## src/rtl/ps2_pkg.sv

```systemverilog
// Shared types and constants for the PS/2 keyboard receive path.
package ps2_pkg;

    typedef enum logic [1:0] {IDLE, DATA, PARITY, STOP} ps2_state_e;

    localparam int unsigned PS2_FRAME_BITS = 11;
    // Start, parity and stop wrap the payload.
    localparam int unsigned PS2_DATA_BITS  = PS2_FRAME_BITS - 3;

    function automatic logic odd_parity_ok(input logic [PS2_DATA_BITS-1:0] d, input logic p);
        return ^{d, p};
    endfunction

endpackage

```

## src/rtl/ps2_kbd_rx_if.sv

```systemverilog
// Byte handshake and status bundle between the PS/2 receiver and its consumer.
interface ps2_kbd_rx_if;
    import ps2_pkg::*;

    logic [PS2_DATA_BITS-1:0] data_o;
    logic                     parity_o;
    logic                     valid_o;
    logic                     ready_i;
    logic                     frame_err_o;
    logic                     parity_err_o;
    logic                     overrun_o;
    logic                     err_clr_i;
    logic                     busy_o;

    modport master (
        output data_o, parity_o, valid_o, frame_err_o, parity_err_o, overrun_o, busy_o,
        input  ready_i, err_clr_i
    );

    modport slave (
        input  data_o, parity_o, valid_o, frame_err_o, parity_err_o, overrun_o, busy_o,
        output ready_i, err_clr_i
    );

endinterface

```

## src/rtl/ps2_line_filter.sv

```systemverilog
// 2-FF synchroniser plus stability filter for one PS/2 line, with a falling-edge strobe.
module ps2_line_filter #(
    parameter int unsigned FILTER_LEN = 4
) (
    input  logic clk,
    input  logic rst_n,
    input  logic i_line,
    output logic o_level,
    output logic o_fall
);
    localparam int unsigned CNT_W = $clog2(FILTER_LEN + 1);

    logic             r_sync1;
    logic             r_sync2;
    logic             r_filt;
    logic             r_fall;
    logic [CNT_W-1:0] r_cnt;

    always_ff @(posedge clk or negedge rst_n) begin
        if (!rst_n) begin
            r_sync1 <= 1'b1;
            r_sync2 <= 1'b1;
            r_filt  <= 1'b1;
            r_fall  <= 1'b0;
            r_cnt   <= '0;
        end else begin
            r_sync1 <= i_line;
            r_sync2 <= r_sync1;
            r_fall  <= 1'b0;
            // Any sample matching the current level restarts the stability count.
            if (r_sync2 == r_filt) begin
                r_cnt <= '0;
            end else if (r_cnt == CNT_W'(FILTER_LEN - 1)) begin
                r_filt <= r_sync2;
                r_fall <= ~r_sync2;
                r_cnt  <= '0;
            end else begin
                r_cnt <= r_cnt + 1'b1;
            end
        end
    end

    assign o_level = r_filt;
    assign o_fall  = r_fall;

endmodule

```

## src/rtl/ps2_kbd_rx.sv

```systemverilog
// PS/2 keyboard frame receiver on the system clock: frame decode, error flags, one-byte holding.
module ps2_kbd_rx
    import ps2_pkg::*;
#(
    parameter int unsigned FILTER_LEN = 4,
    parameter int unsigned TIMEOUT    = 50000,
    parameter int unsigned TO_W       = 16
) (
    input  logic                clk,
    input  logic                rst_n,
    input  logic                en,
    input  logic                ps2_clk_i,
    input  logic                ps2_dat_i,
    ps2_kbd_rx_if.master        bus
);
    localparam int unsigned BC_W = $clog2(PS2_DATA_BITS);

    logic w_clk_level_unused;
    logic w_fe;
    logic w_dat;
    logic w_dat_fall_unused;
    logic w_accept;

    ps2_state_e               r_state;
    logic [BC_W-1:0]          r_bitcnt;
    logic [PS2_DATA_BITS-1:0] r_sh;
    logic                     r_p;
    logic [TO_W-1:0]          r_to;
    logic [PS2_DATA_BITS-1:0] r_data;
    logic                     r_parity;
    logic                     r_valid;
    logic                     r_ferr;
    logic                     r_perr;
    logic                     r_ovr;

    ps2_line_filter #(.FILTER_LEN(FILTER_LEN)) u_clk_filt (
        .clk     (clk),
        .rst_n   (rst_n),
        .i_line  (ps2_clk_i),
        .o_level (w_clk_level_unused),
        .o_fall  (w_fe)
    );

    ps2_line_filter #(.FILTER_LEN(FILTER_LEN)) u_dat_filt (
        .clk     (clk),
        .rst_n   (rst_n),
        .i_line  (ps2_dat_i),
        .o_level (w_dat),
        .o_fall  (w_dat_fall_unused)
    );

    assign w_accept = r_valid & bus.ready_i;

    always_ff @(posedge clk or negedge rst_n) begin
        if (!rst_n) begin
            r_state  <= IDLE;
            r_bitcnt <= '0;
            r_sh     <= '0;
            r_p      <= 1'b0;
            r_to     <= '0;
            r_data   <= '0;
            r_parity <= 1'b0;
            r_valid  <= 1'b0;
            r_ferr   <= 1'b0;
            r_perr   <= 1'b0;
            r_ovr    <= 1'b0;
        end else begin
            if (w_accept) begin
                r_valid <= 1'b0;
            end
            // Clear first so an error raised below in the same cycle wins.
            if (bus.err_clr_i) begin
                r_ferr <= 1'b0;
                r_perr <= 1'b0;
                r_ovr  <= 1'b0;
            end

            if (!en) begin
                r_state  <= IDLE;
                r_to     <= '0;
                r_sh     <= '0;
                r_bitcnt <= '0;
            end else if (w_fe) begin
                r_to <= '0;
                case (r_state)
                    IDLE: begin
                        if (!w_dat) begin
                            r_state  <= DATA;
                            r_bitcnt <= '0;
                            r_sh     <= '0;
                        end else begin
                            r_ferr <= 1'b1;
                        end
                    end
                    DATA: begin
                        r_sh     <= {w_dat, r_sh[PS2_DATA_BITS-1:1]};
                        r_bitcnt <= r_bitcnt + 1'b1;
                        if (r_bitcnt == BC_W'(PS2_DATA_BITS - 1)) begin
                            r_state <= PARITY;
                        end
                    end
                    PARITY: begin
                        r_p     <= w_dat;
                        r_state <= STOP;
                    end
                    STOP: begin
                        if (!w_dat) begin
                            r_ferr <= 1'b1;
                        end else if (!odd_parity_ok(r_sh, r_p)) begin
                            r_perr <= 1'b1;
                        end else if (r_valid && !bus.ready_i) begin
                            r_ovr <= 1'b1;
                        end else begin
                            r_data   <= r_sh;
                            r_parity <= r_p;
                            r_valid  <= 1'b1;
                        end
                        r_state <= IDLE;
                    end
                    default: r_state <= IDLE;
                endcase
            end else if (r_state != IDLE) begin
                if (r_to == TO_W'(TIMEOUT - 1)) begin
                    r_ferr   <= 1'b1;
                    r_state  <= IDLE;
                    r_sh     <= '0;
                    r_bitcnt <= '0;
                    r_to     <= '0;
                end else begin
                    r_to <= r_to + 1'b1;
                end
            end else begin
                r_to <= '0;
            end
        end
    end

    assign bus.data_o       = r_data;
    assign bus.parity_o     = r_parity;
    assign bus.valid_o      = r_valid;
    assign bus.frame_err_o  = r_ferr;
    assign bus.parity_err_o = r_perr;
    assign bus.overrun_o    = r_ovr;
    assign bus.busy_o       = (r_state != IDLE);

endmodule

```

## src/flat_wrapper.sv

```systemverilog
// flat-port wrapper written by rule: the top's interface ports become plain ports
module ps2_kbd_rx_flat import ps2_pkg::*;
#(
    parameter int unsigned FILTER_LEN = 4,
    parameter int unsigned TIMEOUT    = 50000,
    parameter int unsigned TO_W       = 16
)
  (clk, rst_n, en, ps2_clk_i, ps2_dat_i, bus_data_o, bus_parity_o, bus_valid_o, bus_frame_err_o, bus_parity_err_o, bus_overrun_o, bus_busy_o, bus_ready_i, bus_err_clr_i);
  ps2_kbd_rx_if bus_i ();
  input  logic clk;
  input  logic rst_n;
  input  logic en;
  input  logic ps2_clk_i;
  input  logic ps2_dat_i;
  output wire logic [$bits(bus_i.data_o)-1:0] bus_data_o;
  output wire logic [$bits(bus_i.parity_o)-1:0] bus_parity_o;
  output wire logic [$bits(bus_i.valid_o)-1:0] bus_valid_o;
  output wire logic [$bits(bus_i.frame_err_o)-1:0] bus_frame_err_o;
  output wire logic [$bits(bus_i.parity_err_o)-1:0] bus_parity_err_o;
  output wire logic [$bits(bus_i.overrun_o)-1:0] bus_overrun_o;
  output wire logic [$bits(bus_i.busy_o)-1:0] bus_busy_o;
  input wire logic [$bits(bus_i.ready_i)-1:0] bus_ready_i;
  input wire logic [$bits(bus_i.err_clr_i)-1:0] bus_err_clr_i;
  assign bus_data_o = bus_i.data_o;
  assign bus_parity_o = bus_i.parity_o;
  assign bus_valid_o = bus_i.valid_o;
  assign bus_frame_err_o = bus_i.frame_err_o;
  assign bus_parity_err_o = bus_i.parity_err_o;
  assign bus_overrun_o = bus_i.overrun_o;
  assign bus_busy_o = bus_i.busy_o;
  assign bus_i.ready_i = bus_ready_i;
  assign bus_i.err_clr_i = bus_err_clr_i;
  ps2_kbd_rx #(.FILTER_LEN(FILTER_LEN), .TIMEOUT(TIMEOUT), .TO_W(TO_W)) u_core (.clk(clk), .rst_n(rst_n), .en(en), .ps2_clk_i(ps2_clk_i), .ps2_dat_i(ps2_dat_i), .bus(bus_i));
endmodule
```

## config.mk

```make
export PLATFORM = sky130hd
export DESIGN_NAME = ps2_kbd_rx_flat
export DESIGN_NICKNAME = d
export VERILOG_FILES = /design/src/rtl/ps2_pkg.sv /design/src/rtl/ps2_kbd_rx_if.sv /design/src/rtl/ps2_line_filter.sv /design/src/rtl/ps2_kbd_rx.sv /design/src/flat_wrapper.sv
export SDC_FILE = /design/constraint.sdc
export NUM_CORES = 1
export LEC_CHECK = 0
export ABC_AREA = 1
export BUFFER_PORTS_ARGS = -buffer_cell sky130_fd_sc_hd__buf_2
export CAP_MARGIN = 20
export CORE_MARGIN = 2
export CORE_UTILIZATION = 38
export CTS_BUF_LIST = sky130_fd_sc_hd__clkbuf_8
export CTS_CLUSTER_SIZE = 12
export DETAILED_ROUTE_END_ITERATION = 12
export PLACE_DENSITY_LB_ADDON = 0.15
export SLEW_MARGIN = 20
export SYNTH_ARGS = -nofsm -noshare
export SYNTH_HDL_FRONTEND = slang
export SYNTH_SLANG_ARGS = --single-unit
```

## constraint.sdc

```tcl
create_clock -name clk -period 2.3 [get_ports clk]
set_clock_uncertainty 0.05 [all_clocks]
set_input_delay 0.345 -clock clk [delete_from_list [all_inputs] [get_ports clk]]
set_output_delay 0.345 -clock clk [all_outputs]
set_load 0.005 [all_outputs]
```

Word level (Yosys, flattened, before mapping) --
Cells that the tools add are included. W data, S select, Z words.
Word-level totals: register bits 56, latch bits 0, RAM bits 0, ROM bits 0, input bits 7, output and inout bits 14, logic and storage cells 111, memories 0
Cells by class: add/subtract/negate cells 4, $mul 0, div/mod/pow operators 0, order comparisons 0, eq/ne operators 14, shift operators 0, mux-type cells 57, bitwise logic cells 5, reduce and logical (&&, ||, !) cells 11
Operators by type and width (number):
- $mux W16 | 4
- $mux W8 | 5
- $mux W1 | 29
- $mux W3 | 9
- $add A16 B1 Y16 const B | 1
- $eq A16 B16 Y1 const B | 1
- $pmux W8 S2 | 1
- $mux W2 | 6
- $add A3 B1 Y3 const B | 3
- $reduce_xor A9 Y1 | 1
- $pmux W2 S4 | 1
- $reduce_and A4 Y1 | 2
- $eq A3 B2 Y1 const B | 2
- $ne A3 B1 Y1 const B | 2
- $pmux W3 S2 | 1
- $reduce_and A6 Y1 | 1
- $eq A2 B2 Y1 const B | 2
- $ne A4 B2 Y1 const B | 1
- $ne A4 B3 Y1 const B | 1
- $ne A4 B4 Y1 const B | 1
- $not A1 Y1 | 4
- $reduce_and A2 Y1 | 2
- $eq A3 B3 Y1 const B | 1
- $reduce_and A3 Y1 | 1
- 8 further kinds | 9

Logic depth before layout (Yosys ltp) --
Gate-level depths: netlist (run 1).
depth in word-level cells 8, depth in mapped cells 12, gate-level depth less buffers 11

Hierarchy --
Synthesis (run 1) repeated with hierarchy kept, for this count alone.
Unflattened totals: cell total of the unflattened synthesis 358, area total of the unflattened synthesis 2927.8 µm²
Modules (own cells, without submodules):
- ps2_kbd_rx | times used 1, cells an instance 304, area each 2387.3 µm², sequential area each 1076.0 µm²
- ps2_line_filter | times used 2, cells an instance 27, area each 270.3 µm², sequential area each 178.9 µm²

Worst setup path before layout (run 1) --
No wires, ideal clock.
kind reg-to-reg, from register u_core.r_to[0], to register u_core.r_sh[3], library setup time 117 ps, arrival time 1430 ps, required time 2133 ps, slack 703 ps, cell stages (with the launch flop) 9, buffers on the path 1, period minus slack after synthesis 1597 ps, cell sequence dfrtp_1 ha_1 nand3_2 or2_4 o21ai_4 nand3_2 buf_6 nand2_1 nand2_1
On the way: cells in the longest elaborated chain, start to end 3
Ends and longest elaborated chain:
- start: declaration | RTL line ps2_kbd_rx.sv:28 | logic [TO_W-1:0] r_to;
- start signal: assignment | RTL line ps2_kbd_rx.sv:130 | r_to <= r_to + 1'b1;
- $eq A16 B16 Y1 | RTL line ps2_kbd_rx.sv:123 | if (r_to == TO_W'(TIMEOUT - 1)) begin
- $ne A3 B1 Y1 (no line)
- $reduce_and A4 Y1 (no line)
- end signal: assignment | RTL line ps2_kbd_rx.sv:96 | r_sh <= {w_dat, r_sh[PS2_DATA_BITS-1:1]};
- end: declaration | RTL line ps2_kbd_rx.sv:26 | logic [PS2_DATA_BITS-1:0] r_sh;
No other way between the ends. A chain may end at the register's enable or synchronous reset.

Final worst setup path (run 1) --
from register u_core.r_state[0], to register u_core.r_bitcnt[1]
On the way: cells in the longest elaborated chain, start to end 4, elaborated cells on any way between the ends 10, those cells by class eq/ne: 4; mux: 3; reduce/logical: 3
Ends and longest elaborated chain:
- start: declaration | RTL line ps2_kbd_rx.sv:24 | ps2_state_e r_state;
- start signal: assignment | RTL line ps2_kbd_rx.sv:56 | r_state <= IDLE;
- start signal: assignment | RTL line ps2_kbd_rx.sv:79 | r_state <= IDLE;
- start signal: assignment | RTL line ps2_kbd_rx.sv:88 | r_state <= DATA;
- $eq A2 B1 Y1 or $logic_not A2 Y1 (tied branches) | RTL line ps2_kbd_rx.sv:85 | case (r_state)
- $pmux W3 S2 | RTL line ps2_kbd_rx.sv:85
- $mux W3 | RTL line ps2_kbd_rx.sv:83 | end else if (w_fe) begin
- $mux W3 | RTL line ps2_kbd_rx.sv:78 | if (!en) begin
- end signal: assignment | RTL line ps2_kbd_rx.sv:97 | r_bitcnt <= r_bitcnt + 1'b1;
- end: declaration | RTL line ps2_kbd_rx.sv:25 | logic [BC_W-1:0] r_bitcnt;
Parallel ways exist; a longest one is shown, timed or not.

==> results.json, run 1 <==
{
  "firstDrtPassIters": 4,
  "rows": 31,
  "fmax_mhz": 559,
  "ir_drop_v": 0.000281,
  "via_count": 2272,
  "synth.area.top_cells": "dfrtp_1 (44%), nand2_1 (14%), dfstp_2 (5.5%)",
  "max_slew.worst_pin.slew_ns": 0.558,
  "finalNetCount": 393,
  "fin_tns_setup_ns": 0,
  "min_from": "ps2_dat_i",
  "first_iter_violations": 129,
  "layout_common_cells": "nand2_1 (104), dfrtp_1 (50), inv_1 (44), nor2_1 (38)",
  "wire_per_inst_um": 11.3,
  "switching_share_pct": 26.3,
  "postCtsSetupRepairBufs": 0,
  "r2r-start": "u_core.r_state[0]$_DFFE_PN0P_",
  "hp-class": "input pin to flip-flop",
  "drive_gt1_share_pct": 13.2,
  "worstPathMaxFanout": 13,
  "finalSetupViolations": 0,
  "cts_tree": "done",
  "netlist_area_mm2": 0.00285,
  "synth_top_area_share_pct": 44.0,
  "crit_type": "flip-flop to flip-flop",
  "layout_commonest_cell": "nand2_1",
  "dieArea_mm2": 0.00820,
  "cp.arrival_ns": 1.93,
  "timing.final.crit_share_pct": 77.8,
  "synthCells": 350,
  "vias_per_cell": 4.76,
  "insertion_delay_ns": 0.32,
  "critPathLaunch": "u_core.r_state[0]$_DFFE_PN0P_",
  "ys_ff_latch": 56,
  "drtAntennaViolNets": 0,
  "antenna_found_initial": 0,
  "fin_cells": 477,
  "die_x_um": 90.6,
  "synth_cell_types": 32,
  "grt_overflow": 0,
  "synth_warnings": 0,
  "status": "completed",
  "fin_crit_ns": 1.79,
  "dp.cells": 468,
  "clk_pin_slew_worst_paths_ns": 0.11,
  "slew_headroom_pct": 62.8,
  "cts_resized": 0,
  "grt_pass1_vias": 2303,
  "synth_top_area_cell": "dfrtp_1",
  "die_y_um": 90.6,
  "slew_violations": 0,
  "numCtsBuffers": 5,
  "avgSynthCellArea_um2": 8.13,
  "cts-htree-levels": 2,
  "p_int_mw": 1.34,
  "cp-end-kind": "flip-flop",
  "pwr_density_cell_mw_per_mm2": 572,
  "final_util_pct": 43.9,
  "cp_data_required_time_ns": 2.44,
  "drt_drc_violations_left": 0,
  "ioPinCount": 21,
  "seq_area_frac_synth_pct": 49.5,
  "coreArea_mm2": 0.00725,
  "start_util_pct": 39.2,
  "clockBufferDepth": 2,
  "area_delta_synth_final_pct": 11.8,
  "power_frac_comb_pct": 11.1,
  "antenna_cells": 0,
  "seqPwrFrac_pct": 59.5,
  "nFillCells": 764,
  "crit_path_start_kind": "flip-flop",
  "numClockSinks": 56,
  "drt_wl_total_mm": 5.38,
  "grt_max_degree": 34,
  "pwr-share-clk_pct": 29.4,
  "cts_hold_buf": 1,
  "drv_cap": 0,
  "power_switching_mw": 0.479,
  "syn_nets": 366,
  "p_leak_nw": 1.61,
  "finalHoldViolCount": 0,
  "grt_pass1_wl_mm": 9.89,
  "portBuffers": 20,
  "dp_hpwl_mm": 3.99,
  "gp_congestion": 0.798,
  "cts-root-buf": "clkbuf_8",
  "gr-usage-all-layers_pct": 14.3,
  "rsz0062_at_grt": "no"
}
-- critical path, cell delays in order, from the launching register on --
cell	delay (ns)
dfrtp_1	0.45
ha_1	0.22
inv_1	0.30
nand3_1	0.26
buf_4	0.24
nand4_1	0.09
nand2_1	0.06
-- final timing paths --
path | endpoint | slack (ns) | depth (start not counted)
max in group asynchronous | u_core.u_clk_filt.r_sync2$_DFF_PN1_ | 1.06 | 3
max reg2reg | u_core.r_bitcnt[1]$_DFFE_PN0P_ | 0.51 | 6
min in group asynchronous | u_core.bus.valid_o$_DFF_PN0_ | 0.48 | 2
max | u_core.r_bitcnt[1]$_DFFE_PN0P_ | 0.51 | 6
min | u_core.u_dat_filt.r_sync1$_DFF_PN1_ | 0.06 | 1
min reg2reg | u_core.u_clk_filt.r_sync2$_DFF_PN1_ | 0.31 | 0
-- flip-flops by register name (all words and copies together) (netlist names), 2 cells and up --
signal,cells
u_core.r_sh,8
u_core.r_to,16
u_core.r_bitcnt,3
u_core.r_state,2
u_core.u_clk_filt.r_cnt,3
u_core.bus.data_o,8
u_core.u_dat_filt.r_cnt,3
-- power groups by stage --
stage / Clock (mW) / Sequential (mW) / Combinational (mW)
2_1_floorplan: 0 / 1.09 / 0.146
3_3_place_gp: 0 / 1.10 / 0.202
3_5_place_dp: 0 / 1.10 / 0.205
4_1_cts: 0.558 / 1.08 / 0.207
5_1_grt: 0.606 / 1.09 / 0.241
6_report: 0.535 / 1.08 / 0.202
-- cell usage after synthesis --
cell type,count
a21boi_0,1
a21oi_1,6
a31oi_1,2
and3_1,1
buf_4,2
buf_6,1
clkbuf_1,4
dfrtp_1,50
dfstp_2,6
ha_1,9
inv_1,42
inv_2,1
nand2_1,104
nand2_2,1
nand3_1,20
nand3_2,3
nand4_1,14
nor2_1,38
nor2_2,1
nor2_4,1
nor3_1,16
nor3_2,2
nor3b_1,3
nor4_1,1
o211ai_1,1
o21a_1,1
o21ai_0,6
o21ai_1,3
o21ai_4,2
or2_4,1
xnor2_1,6
xor2_1,1
-- logic make-up after synthesis --
| kind of cell | Yosys count | share of synthesized area (%) |
|---|---|---|
| buf+inv | 50 | 7.12 |
| compound gates | 22 | 5.01 |
| xor+xnor | 7 | 2.15 |
| simple gates | 206 | 32.3 |
| fa+ha+maj | 9 | 3.96 |
| flops | 56 | 49.5 |
-- layer usage --
layer / vias up / wire (µm) / GRT usage, %
li1: 1173 / - / -
met1: 1056 / 2670 / 17.7
met2: 38 / 2500 / 25.6
met3: 5 / 157 / 2.84
met4: 0 / 53 / 3.46
met5: - / 0 / 0
-- stage by stage --
step	instance area (µm²)	power, mW	setup WS, ns	hold slack (ns)
after global routing	3180	1.94	0.304	0.0372
after floorplan	2850	1.24	0.703	-0.000591
final	3180	1.82	0.510	0.0586
after detailed placement	3090	1.31	0.519	0.303
after global placement	3090	1.30	0.566	0.296
after CTS	3180	1.85	0.486	0.0570
-- cell type report --
class | count | area [µm²] | area share, %
multi-input combinational | 244 | 1230 | 38.8
tap | 99 | 124 | 3.89
timing repair buffer | 27 | 168 | 5.27
clock buffer | 5 | 68.8 | 2.16
clock inverter | 3 | 16.3 | 0.511
sequential | 56 | 1410 | 44.3
inverter | 43 | 161 | 5.07
(Power assumes the default switching activity.)
==> inputs of run 2 (changes only) <==
--- a/config.mk
+++ b/config.mk
@@ -5,7 +5,7 @@
 export SDC_FILE = /design/constraint.sdc
 export NUM_CORES = 1
 export LEC_CHECK = 0
-export ABC_AREA = 1
+export ABC_AREA = 0
 export BUFFER_PORTS_ARGS = -buffer_cell sky130_fd_sc_hd__buf_2
 export CAP_MARGIN = 20
 export CORE_MARGIN = 2
==> constraint.sdc (replaced) <==
create_clock -name clk -period 1.9 [get_ports clk]
set_clock_uncertainty 0.05 [all_clocks]
set_input_delay 0.285 -clock clk [delete_from_list [all_inputs] [get_ports clk]]
set_output_delay 0.285 -clock clk [all_outputs]
set_load 0.005 [all_outputs]
==> run 2 against run 1 <==
  * The run now ends with negative setup slack left
  * Die area fell by 8.5%
  * Core utilization rose by 3.5 points
  * Critical endpoint is now u_core.bus.parity_o$_DFFE_PN0P_
  * Highest routed layer unchanged
  * Sequential power rose by 22%
==> results.json, run 2 <==
{
  "yosysMostFrequentCell": "dfrtp_1",
  "crit_buf_inv": 0,
  "synthAdderAreaFrac_pct": 4.34,
  "insertion_delay_ns": 0.31,
  "synth_top_area_share_pct": 48.2,
  "rsz0062_at_grt": "yes",
  "synth_warnings": 0,
  "slew_violations": 0,
  "synth_edf_count": 0,
  "drt_drc_violations_left": 0,
  "antenna_cells": 0,
  "grt_pass1_wl_mm": 7.96,
  "synth-compound-area-share_pct": 3.66,
  "reg2reg_to": "u_core.bus.parity_o$_DFFE_PN0P_",
  "portBuffers": 20,
  "grt_pass1_vias": 1702,
  "synth.area.top_cells": "dfrtp_1 (48%), dfstp_2 (6.1%), nand2_1 (4.6%)",
  "grt_overflow": 0,
  "dieArea_mm2": 0.00751,
  "ys.flop_type": "dfrtp_1",
  "cp-end-kind": "flip-flop",
  "max_flop_register": "u_core.r_to",
  "vias_per_cell": 4.79,
  "drtAntennaViolNets": 0,
  "coreArea_mm2": 0.00668,
  "crit_type": "flip-flop to flip-flop",
  "die_x_um": 86.6,
  "layout_commonest_cell": "dfrtp_1",
  "via_count": 1685,
  "timing.final.crit_share_pct": 102,
  "path_cells": "xnor2_1 -> xnor3_2 -> xnor2_4 -> nand3_4 -> mux2_2",
  "r2r-start": "u_core.r_sh[3]$_DFFE_PN0P_",
  "placed_cell_area_mm2": 0.00291,
  "cp.arrival_ns": 2.09,
  "gr-usage-all-layers_pct": 13.4,
  "failed_checks": "negative setup slack",
  "synthTopCellsByCount": "dfrtp_1 (50), nand2_1 (32), nor2_1 (21)",
  "cts-htree-levels": 2,
  "finalNetCount": 287,
  "postLayoutCellArea_mm2": 0.00317,
  "synth_top_area_cell": "dfrtp_1",
  "slew_headroom_pct": 68.7,
  "fin_tns_setup_ns": -0.215,
  "drt_wl_total_mm": 4.62,
  "final_util_pct": 47.4,
  "hp-class": "input pin to flip-flop",
  "synth_xor_xnor_area_share_pct": 8.58,
  "clockBufferDepth": 2,
  "netlist_area_mm2": 0.00259,
  "max_slew.worst_pin.slew_ns": 0.468,
  "worstPathMaxFanout": 5,
  "cp_top_family": "XOR/XNOR gates",
  "die_y_um": 86.6,
  "numCtsBuffers": 5,
  "fmax_mhz": 516,
  "area_delta_synth_final_pct": 22.1,
  "setup_slack_ns": -0.0386,
  "gp_congestion": 0.764,
  "min_from": "bus_err_clr_i",
  "yosys.area_share.simple_pct": 18.3,
  "dp_hpwl_mm": 3.11,
  "crit_slowest_cell": "xnor3_2",
  "seq_area_frac_synth_pct": 54.3,
  "ioPinCount": 21,
  "drive_gt1_share_pct": 27.6,
  "numClockSinks": 56,
  "ys_ff_latch": 56,
  "cts_tree": "done",
  "finalSetupViolations": 7,
  "pwr_density_cell_mw_per_mm2": 749,
  "firstDrtPassIters": 4,
  "antenna_found_initial": 0,
  "ir_drop_v": 0.000424,
  "avgSynthCellArea_um2": 11.3,
  "r2r_slack_ns": -0.04,
  "status": "finished, violations left",
  "grt_max_degree": 57,
  "max_stage_delay_ns": 0.49,
  "fin_crit_ns": 1.94,
  "synthCells": 229,
  "synth.area.mux_share_pct": 8.58,
  "nFillCells": 620,
  "rr_worst_depth": 5,
  "cts-root-buf": "clkbuf_8",
  "cp_data_required_time_ns": 2.05,
  "crit_path_start_kind": "flip-flop",
  "multi_input_area_mm2": 0.00121,
  "start_util_pct": 38.8,
  "drv_cap": 0,
  "critPathLaunch": "u_core.r_sh[3]$_DFFE_PN0P_",
  "p_leak_nw": 1.44,
  "crit_cells": 5,
  "rows": 30,
  "synth_top_family_by_area": "simple AND/OR/NAND/NOR gates",
  "ff_latch_area_mm2": 0.00141,
  "layout_common_cells": "dfrtp_1 (50), nand2_1 (32), nor2_1 (21), buf_2 (20), buf_4 (14)",
  "finalHoldViolCount": 0,
  "first_iter_violations": 113,
  "wire_per_inst_um": 13.1,
  "clk_pin_slew_worst_paths_ns": 0.10,
  "syn_nets": 245,
  "cp-endpoint": "u_core.bus.parity_o$_DFFE_PN0P_",
  "synthArstFlopShare_pct": 100,
  "largest_register_ff_count": 16,
  "synth_cell_types": 39
}
run 2: how the worst min path moves through the flow:
stage	endpoint	depth (start not counted)
finish	u_core.bus.parity_err_o$_DFF_PN0_	2
CTS	u_core.u_dat_filt.r_sync1$_DFF_PN1_	1
global route	u_core.bus.parity_err_o$_DFF_PN0_	2
floorplan	u_core.bus.data_o[0]$_DFFE_PN0P_	0
detailed placement	u_core.bus.overrun_o$_DFF_PN0_	2
global placement	u_core.u_dat_filt.r_cnt[2]$_DFF_PN0_	2
run 2: final cells by class:
class / instances / share of cell area [%]
Clock buffer: 7 / 3.04
Clock inverter: 1 / 0.948
Inverter: 7 / 0.829
Multi-Input combinational cell: 161 / 38.2
Sequential cell: 56 / 44.5
Tap cell: 80 / 3.16
Timing Repair Buffer: 40 / 9.32
run 2: worst register-to-register path, delay by kind of cell (launching register included):
family        cells  cell delay [ns]
simple gates      1             0.16
xor+xnor          3             0.92
flops             1             0.40
mux               1             0.30
run 2: per-stage QoR:
step	setup WS, ns	total power [mW]	std cells	hold slack [ns]
detailed placement	-0.0820	1.55	337	0.262
global placement	-0.0784	1.54	337	0.264
finish	-0.0386	2.37	352	0.160
floorplan	0.0451	1.47	229	-0.0606
CTS	-0.0373	2.41	351	0.00195
global route	-0.142	2.50	352	0.160
run 2: cells by family after synthesis:
family          Yosys count
buf+inv                  13
fa+ha+maj                 9
xor+xnor                 23
mux                      21
simple gates             93
compound gates           14
flops                    56
run 2: power breakdown:
group / internal (mW) / switching [mW] / leakage [nW]
Combinational: 0.0970 / 0.108 / 0.618
Sequential: 1.27 / 0.0492 / 0.757
Clock: 0.466 / 0.380 / 0.0645
run 2: repair_timing:
action,4_1_cts,5_1_grt
cloned,1,0
pin swaps,4,5
setup endpoints to repair,21,39
resized for setup,3,10
hold buffers,1,2
setup buffers,4,0
endpoints found under the hold margin,50,2
run 2: per-layer routing:
layer,up-vias,wire length (µm),track usage [%]
met3,5,104,2.86
met4,0,64,4.26
li1,858,-,-
met5,-,0,0
met1,804,2210,17.0
met2,18,2240,23.0
==> inputs of run 3 (changes only) <==
--- a/config.mk
+++ b/config.mk
@@ -8,6 +8,8 @@
 export ABC_AREA = 0
 export BUFFER_PORTS_ARGS = -buffer_cell sky130_fd_sc_hd__buf_2
 export CAP_MARGIN = 20
+export CELL_PAD_IN_SITES_DETAIL_PLACEMENT = 1
+export CELL_PAD_IN_SITES_GLOBAL_PLACEMENT = 1
 export CORE_MARGIN = 2
 export CORE_UTILIZATION = 38
 export CTS_BUF_LIST = sky130_fd_sc_hd__clkbuf_8
==> run 3 against run 2 <==
  * Largest cell class unchanged
  * Critical endpoint is now u_core.bus.data_o[5]$_DFFE_PN0P_
  * Register-to-register slack about the same
  * The run still ends with negative setup slack left
  * Cell count increased by 1.4%
  * Wire length increased by 13%
  * Critical path type unchanged
  * Highest routed layer unchanged
  * Critical path depth increased by 1
==> results.json, run 3 (same netlist as run 2, synthesis figures left out) <==
{
  "status": "finished, violations left",
  "failed_checks": "negative setup slack",
  "holdPathStages": 2,
  "drv_cap": 0,
  "path_cells": "xnor2_1 -> xnor3_1 -> xnor2_2 -> buf_4 -> nand3_4 -> mux2_2",
  "total_power_mw": 2.18,
  "numCtsBuffers": 5,
  "area_delta_synth_final_pct": 20.8,
  "slew_headroom_pct": 64.7,
  "grt_overflow": 0,
  "rows": 30,
  "r2r-start": "u_core.r_sh[2]$_DFFE_PN0P_",
  "ir_drop_v": 0.000346,
  "grt_pass1_wl_mm": 8.97,
  "numClockSinks": 56,
  "crit_slowest_cell": "xnor3_1",
  "rr_worst_depth": 6,
  "die_y_um": 86.6,
  "first_iter_violations": 76,
  "antenna_cells": 0,
  "wire_per_inst_um": 14.6,
  "postLayoutCellArea_mm2": 0.00314,
  "cp_top_family": "XOR/XNOR gates",
  "cts-htree-levels": 2,
  "hold_ws_ns": 0.132,
  "coreArea_mm2": 0.00668,
  "fin_crit_ns": 1.94,
  "worstPathMaxFanout": 5,
  "crit_type": "flip-flop to flip-flop",
  "finalNetCount": 292,
  "layout_commonest_cell": "dfrtp_1",
  "gp_congestion": 0.771,
  "r2r_slack_ns": -0.04,
  "cts-root-buf": "clkbuf_8",
  "largest_register_ff_count": 16,
  "crit_path_start_kind": "flip-flop",
  "vias_per_cell": 4.98,
  "start_util_pct": 38.8,
  "slew_violations": 0,
  "cp-end-kind": "flip-flop",
  "drive_gt1_share_pct": 27.4,
  "portBuffers": 20,
  "dieArea_mm2": 0.00751,
  "insertion_delay_ns": 0.31,
  "reg2reg_to": "u_core.bus.data_o[5]$_DFFE_PN0P_",
  "drt_wl_total_mm": 5.21,
  "drt_drc_violations_left": 0,
  "drtAntennaViolNets": 0,
  "firstDrtPassIters": 4,
  "crit_cells": 6,
  "layout_common_cells": "dfrtp_1 (50), nand2_1 (32), nor2_1 (21), buf_2 (20), buf_4 (18)",
  "die_x_um": 86.6,
  "cts_tree": "done",
  "hp-class": "input pin to flip-flop",
  "p_leak_nw": 1.45,
  "clk_pin_slew_worst_paths_ns": 0.10,
  "cp_data_required_time_ns": 2.06,
  "hold_end": "u_core.bus.parity_err_o$_DFF_PN0_",
  "finalSetupViolations": 17,
  "fmax_mhz": 515,
  "grt_max_degree": 29,
  "gr-usage-all-layers_pct": 15.3,
  "clockBufferDepth": 2,
  "cp.arrival_ns": 2.10,
  "placed_cell_area_mm2": 0.00293,
  "max_slew.worst_pin.slew_ns": 0.528,
  "finalHoldViolCount": 0,
  "rsz0062_at_grt": "yes",
  "crit_buf_inv": 1,
  "antenna_found_initial": 0,
  "max_stage_delay_ns": 0.45,
  "grt_pass1_vias": 1897,
  "fin_tns_setup_ns": -0.402,
  "timing.final.crit_share_pct": 102,
  "max_flop_register": "u_core.r_to",
  "via_count": 1779,
  "pwr_density_cell_mw_per_mm2": 695,
  "ioPinCount": 21,
  "min_from": "bus_err_clr_i",
  "nFillCells": 734,
  "dp_hpwl_mm": 3.55,
  "setup_slack_ns": -0.0413
}
-- run 3: cell count changes in the layout (fill, tap and decap cells not counted), sizes merged --
| cell | before | now |
|---|---|---|
| clkbuf | 7 | 5 |
| clkinvlp | 0 | 1 |
| bufinv | 1 | 0 |
| clkinv | 0 | 1 |
| buf | 37 | 42 |
| inv | 7 | 8 |
-- run 3: metal layers --
layer  share of wire (%)  vias to the layer above  wire length (µm)  GRT usage [%]
met5                   0                        -                 0              0
met4                 1.5                        0                77           5.26
met3                 2.3                        6               122           3.24
met2                  49                       22              2540           25.9
met1                  47                      882              2470           19.3
li1                    -                      869                 -              -
-- run 3: cell type report --
cell class / instances / area (µm²) / share of cell area [%]
clock buffers: 5 / 68.8 / 2.19
repair buffers: 45 / 337 / 10.7
clock inverters: 3 / 16.3 / 0.519
well taps: 80 / 100 / 3.19
inverters: 7 / 26.3 / 0.838
multi-input cells: 161 / 1180 / 37.6
flip-flops and latches: 56 / 1410 / 44.9
-- run 3: worst reg2reg max path, cell delays in order (launching register included) --
cell and delay (ns):
dfrtp_1 0.41, xnor2_1 0.17, xnor3_1 0.45, xnor2_2 0.15, buf_4 0.16, nand3_4 0.10, mux2_2 0.35
-- run 3: what timing repair did --
action / CTS / global route
endpoints found under the hold margin: 14 / 0
setup buffers: 4 / 1
hold buffers: 3 / 0
setup endpoints to repair: 21 / 34
resized for setup: 2 / 6
pin swaps: 3 / 2
gates cloned: 1 / 0
-- run 3: report_power, final --
part / switching (mW) / leakage [nW] / internal (mW)
Sequential: 0.0519 / 0.757 / 1.27
Combinational: 0.116 / 0.650 / 0.0978
Clock: 0.388 / 0.0453 / 0.254
Total: 0.555 / 1.45 / 1.62
-- run 3: worst max path at each step --
stage,from,endpoint,slack [ns]
2_1_floorplan,u_core.r_to[10]$_DFF_PN0_,u_core.r_state[1]$_DFFE_PN0P_,0.05
3_3_place_gp,u_core.r_sh[4]$_DFFE_PN0P_,u_core.bus.data_o[5]$_DFFE_PN0P_,-0.07
3_5_place_dp,u_core.r_sh[4]$_DFFE_PN0P_,u_core.bus.data_o[5]$_DFFE_PN0P_,-0.06
4_1_cts,u_core.r_to[10]$_DFF_PN0_,u_core.r_state[1]$_DFFE_PN0P_,-0.04
5_1_grt,u_core.r_to[10]$_DFF_PN0_,u_core.r_sh[1]$_DFFE_PN0P_,-0.16
6_report,u_core.r_sh[2]$_DFFE_PN0P_,u_core.bus.data_o[5]$_DFFE_PN0P_,-0.04
-- run 3: metrics by stage --
| step | cells | worst slack [ns] | utilization, % |
|---|---|---|---|
| floorplan | 229 | 0.0451 | - |
| global placement | 340 | -0.0677 | 43.8 |
| detailed placement | 340 | -0.0572 | 43.8 |
| CTS | 356 | -0.0431 | 46.3 |
| global route | 357 | -0.161 | 46.9 |
| finish | 357 | -0.0413 | 46.9 |
